==> src/rtl/tff_bank.sv <==
// Bank of WIDTH toggle flip-flops with masked toggle/set/clear/invert, parallel load,
// registered per-bit change flags and a saturating change counter with sticky flag.
module tff_bank #(
    parameter int               WIDTH = 8,
    parameter int               CNT_W = 8,
    parameter logic [WIDTH-1:0] INIT  = '0
) (
    input  logic             clk,
    input  logic             rst_n,
    input  logic             en,
    input  logic [1:0]       op,
    input  logic [WIDTH-1:0] t,
    input  logic             load,
    input  logic [WIDTH-1:0] d,
    input  logic             clr_cnt,
    output logic [WIDTH-1:0] q,
    output logic [WIDTH-1:0] chg,
    output logic [CNT_W-1:0] cnt,
    output logic             sat
);

    localparam int NW = $clog2(WIDTH + 1);
    localparam int SW = ((CNT_W > NW) ? CNT_W : NW) + 1;
    localparam logic [SW-1:0] CNT_MAX = {{(SW - CNT_W){1'b0}}, {CNT_W{1'b1}}};

    logic [WIDTH-1:0] q_nx;
    logic [WIDTH-1:0] diff;
    logic [NW-1:0]    n;
    logic [SW-1:0]    sum;
    logic [CNT_W-1:0] cnt_nx;

    always_comb begin
        q_nx = q;
        if (load) begin
            q_nx = d;
        end else if (en) begin
            unique case (op)
                2'b00:   q_nx = q ^ t;
                2'b01:   q_nx = q | t;
                2'b10:   q_nx = q & ~t;
                default: q_nx = ~q;
            endcase
        end
    end

    assign diff = q ^ q_nx;

    always_comb begin
        n = '0;
        for (int i = 0; i < WIDTH; i++) begin
            n = n + NW'(diff[i]);
        end
    end

    // Sum is one bit wider than either operand so the overflow is visible before clamping.
    assign sum    = {{(SW - CNT_W){1'b0}}, cnt} + {{(SW - NW){1'b0}}, n};
    assign cnt_nx = (sum > CNT_MAX) ? CNT_MAX[CNT_W-1:0] : sum[CNT_W-1:0];

    always_ff @(posedge clk or negedge rst_n) begin
        if (!rst_n) begin
            q   <= INIT;
            chg <= '0;
            cnt <= '0;
            sat <= 1'b0;
        end else begin
            q   <= q_nx;
            chg <= diff;
            if (clr_cnt) begin
                cnt <= '0;
                sat <= 1'b0;
            end else begin
                cnt <= cnt_nx;
                if (cnt_nx == {CNT_W{1'b1}}) begin
                    sat <= 1'b1;
                end
            end
        end
    end

    a_load: assert property (@(posedge clk) disable iff (!rst_n)
        load |=> q == $past(d));
    a_hold: assert property (@(posedge clk) disable iff (!rst_n)
        !load && !en |=> q == $past(q));
    a_toggle: assert property (@(posedge clk) disable iff (!rst_n)
        !load && en && op == 2'b00 |=> q == $past(q ^ t));
    a_invert: assert property (@(posedge clk) disable iff (!rst_n)
        !load && en && op == 2'b11 |=> q == ~$past(q));
    a_chg: assert property (@(posedge clk) disable iff (!rst_n)
        1'b1 |=> chg == (q ^ $past(q)));
    a_sat: assert property (@(posedge clk) disable iff (!rst_n)
        sat |-> cnt == {CNT_W{1'b1}});

endmodule

==> config.mk <==
export PLATFORM = sky130hd
export DESIGN_NAME = tff_bank
export DESIGN_NICKNAME = d
export VERILOG_FILES = /design/src/rtl/tff_bank.sv
export SDC_FILE = /design/constraint.sdc
export NUM_CORES = 1
export LEC_CHECK = 0
export ABC_CLOCK_PERIOD_IN_PS = 6500
export CAP_MARGIN = 20
export CORE_UTILIZATION = 49
export DETAILED_ROUTE_END_ITERATION = 10
export HOLD_SLACK_MARGIN = 0.05
export PLACE_DENSITY = 0.8
export SYNTH_ARGS = -nofsm -noshare
export SYNTH_HDL_FRONTEND = slang
export SYNTH_SLANG_ARGS = --single-unit
==> constraint.sdc <==
create_clock -name clk -period 6.5 [get_ports clk]
set_clock_uncertainty 0.2 [all_clocks]
set_input_delay 1.3 -clock clk [delete_from_list [all_inputs] [get_ports clk]]
set_output_delay 1.3 -clock clk [all_outputs]
set_load 0.05 [all_outputs]
==> qor.yml, run 1 <==
grt_max_degree: 19
start_util_pct: 51.7
gp_congestion: 0.863
drt-met1-wl_um: 1740
ys_top_cells_by_area: "dfrtp_1, ha_1, xnor2_1, inv_1, mux4_2"
area_growth_pct: 31.7
cp_top_family: "adder cells"
irDropWorstVdd_mv: 0.174
wl_met2_um: 1820
final_area_sq_mm: 0.00251
clock.fmax_ghz: 0.164
fin_crit_sh_pct: 93.9
nFillCells: 312
ys_warn_count: 0
drc_errors: 0
r2r_end: "sat"
arrival_ns: 6.13
synth_top_area_cell: "dfrtp_1"
endpoint_kind: "flop"
crit_cells: 20
crit_start: "t[0]"
wl_per_cell_um: 12.9
worstMarginPinSlew_ns: 0.520
cts_tree: "built"
dp.cells: 286
dr_wl_met3_um: 104
critPathKind: "input port to flop"
setup_ws_ns: 0.393
grt-ovfl-total: 0
fp.dieW_um: 64.4
synth_cell_types: 29
ant_nets: 0
layout-drive-gt1-share_pct: 10.3
syn_inst: 193
holdCritPathClass: "flop to flop"
die-area_sq_mm: 0.00415
place_hpwl_um: 3030
core.rowCount: 22
antenna_found_initial: 0
p_leak_nw: 1.17
reg2reg_from: "q[0]"
layout_commonest_cell: "clkdlybuf4s50_1"
clockBufferDepth: 2
synth_fp_nets: 243
outcome: "finished, final reports clean"
core_sq_mm: 0.00369
synth_seq_cells: 25
synth_top_area_share_pct: 32.8
io_pins: 48
drt-initial-drc-count: 47
cts_hold_buf: 0
dpl_cell_area_sq_mm: 0.00246
critical_path.max_fanout: 5
die_y_um: 64.4
postLayoutCoreUtil_pct: 68.1
grt_pass1_wl_um: 6690
clock_sinks: 25
hold_violations: 0
cp-endpoint: "sat"
nets: 293
post_cts_resize_count: 0
power_density_mw_per_mm2: 330
path_clk_slew_ns: 0.09
htree_levels: 1
vias: 1423
top_layer: "met4"
grt_pass1_vias: 1509
wl_um: 3740
grt_use_total_pct: 21.1
most-common-layout-cells: "clkdlybuf4s50_1, inv_1, dfrtp_1, ha_1"
numPortBuffers: 47
netlist_area_sq_mm: 0.00191
antenna_cells: 0
setup_violations: 0
final_cell_count_no_fill: 290
vias_per_cell: 4.91
first_pass_iters: 4
rr_worst_depth: 19
max_stage_delay_ns: 0.52
maxSlewHeadroom_pct: 65.2
r2r_slack_ns: 1.35
startpoint_type: "input port"
slew_viol_final: 0
crit_top_cell: "fa_1"
post-cts-setup-buffer-count: 0
syn_avg_cell_area_sq_um: 9.89
cts_root_buffer: "clkbuf_8"
critPathRequiredTime_ns: 6.52
critPathBufInv: 3
crit_chain: "clkdlybuf4s50_1 -> inv_1 -> ha_1 -> mux4_2 -> mux2i_1 -> nor2_1 -> a21oi_2 -> xnor2_1 -> fa_1 -> fa_1 -> fa_1 -> fa_1 -> inv_1 -> fa_1 -> nand3_1 -> and2_4 -> xor2_1 -> or4_1 -> o21ai_1 -> a22o_1"
drv_cap: 0
insertion_delay_ns: 0.28
critPathSlowestCell: "fa_1"
synth-seq-area-share_pct: 32.8
place_ws_ns: 0.0971
fin_crit_ns: 6.11
numCtsBuffers: 3
tns_ns: 0
grt_setup_unrepaired: "no"
registers in the layout, indices dropped and copies added (netlist names):
register,flops
chg,8
sat,1
cnt,8
q,8
logic make-up after synthesis:
| kind of cell | count (synthesis) | share of synthesized area [%] |
|---|---|---|
| xor gates and xnor gates | 19 | 8.72 |
| muxes | 14 | 11.3 |
| AOI/OAI and AO/OA | 31 | 10.6 |
| buffers and inverters | 45 | 9.38 |
| DFF | 25 | 32.8 |
| adders and majority gates | 27 | 19.7 |
| and+or+nand+nor | 32 | 7.54 |
how the worst min path moves through the flow:
| stage | from | end | slack (ns) | cells past startpoint |
|---|---|---|---|---|
| after floorplan | q[4] | chg[4] | 0.63 | 1 |
| after global placement | sat | sat | 0.30 | 1 |
| after detailed placement | sat | sat | 0.30 | 1 |
| after CTS | sat | sat | 0.33 | 1 |
| after global routing | sat | sat | 0.39 | 1 |
| final | sat | sat | 0.33 | 1 |
per-layer routing:
metal	track usage, %	up-vias
met5	0	-
met4	8.06	0
met3	2.68	7
met2	34.3	31
met1	28.5	663
li1	-	722
through the flow:
| step | power, W | hold WS, ns |
|---|---|---|
| after floorplan | 0.000598 | 0.634 |
| after global placement | 0.000723 | 0.302 |
| after detailed placement | 0.000734 | 0.304 |
| after CTS | 0.000837 | 0.330 |
| after global routing | 0.000904 | 0.391 |
| final | 0.000830 | 0.329 |
worst reg2reg max path: cells and delay by family (launching register included):
family / cells / cell delay, ns
buffers and inverters: 2 / 0.20
AO/OA/AOI/OAI: 3 / 0.41
multiplexers: 2 / 0.58
AND/OR/NAND/NOR: 4 / 0.70
XOR/XNOR: 2 / 0.28
flip-flops: 1 / 0.45
adder cells (fa/ha/maj): 6 / 2.28
power by group:
group	switching [W]	total, W	internal, W
logic	0.000301	0.000524	0.000223
clock network	0.0000548	0.0000984	0.0000436
registers	0.0000217	0.000208	0.000186
synthesized netlist by cell type (all sizes together):
library cell,instances
a211oi,4
a21oi,19
a22o,1
a41o,1
and2,1
buf,6
clkbuf,2
dfrtp,25
fa,5
ha,22
inv,37
mux2i,8
mux4,6
nand2,4
nand2b,1
nand3,4
nand3b,1
nor2,18
nor2b,1
nor3,1
o21ai,5
o22ai,1
or4,1
xnor2,18
xor2,1
cell type report:
| cell class | instances | area [sq um] | area share [%] |
|---|---|---|---|
| clock buffer | 3 | 41.3 | 1.64 |
| clock inverter | 1 | 7.51 | 0.299 |
| inverter | 37 | 139 | 5.53 |
| multi-input combinational | 123 | 1100 | 43.9 |
| sequential | 25 | 626 | 24.9 |
| tap | 48 | 60.1 | 2.39 |
| timing repair buffer | 53 | 536 | 21.3 |
Note: power is estimated with default switching activity, not from simulation.
==> inputs of run 2 (changes only) <==
--- a/config.mk
+++ b/config.mk
@@ -9,7 +9,7 @@
 export CAP_MARGIN = 20
 export CORE_UTILIZATION = 49
 export DETAILED_ROUTE_END_ITERATION = 10
-export HOLD_SLACK_MARGIN = 0.05
+export HOLD_SLACK_MARGIN = 0.08
 export PLACE_DENSITY = 0.8
 export SYNTH_ARGS = -nofsm -noshare
 export SYNTH_HDL_FRONTEND = slang
==> results of run 2 <==
Final layout, timing and power as in run 1 (identical DEF).
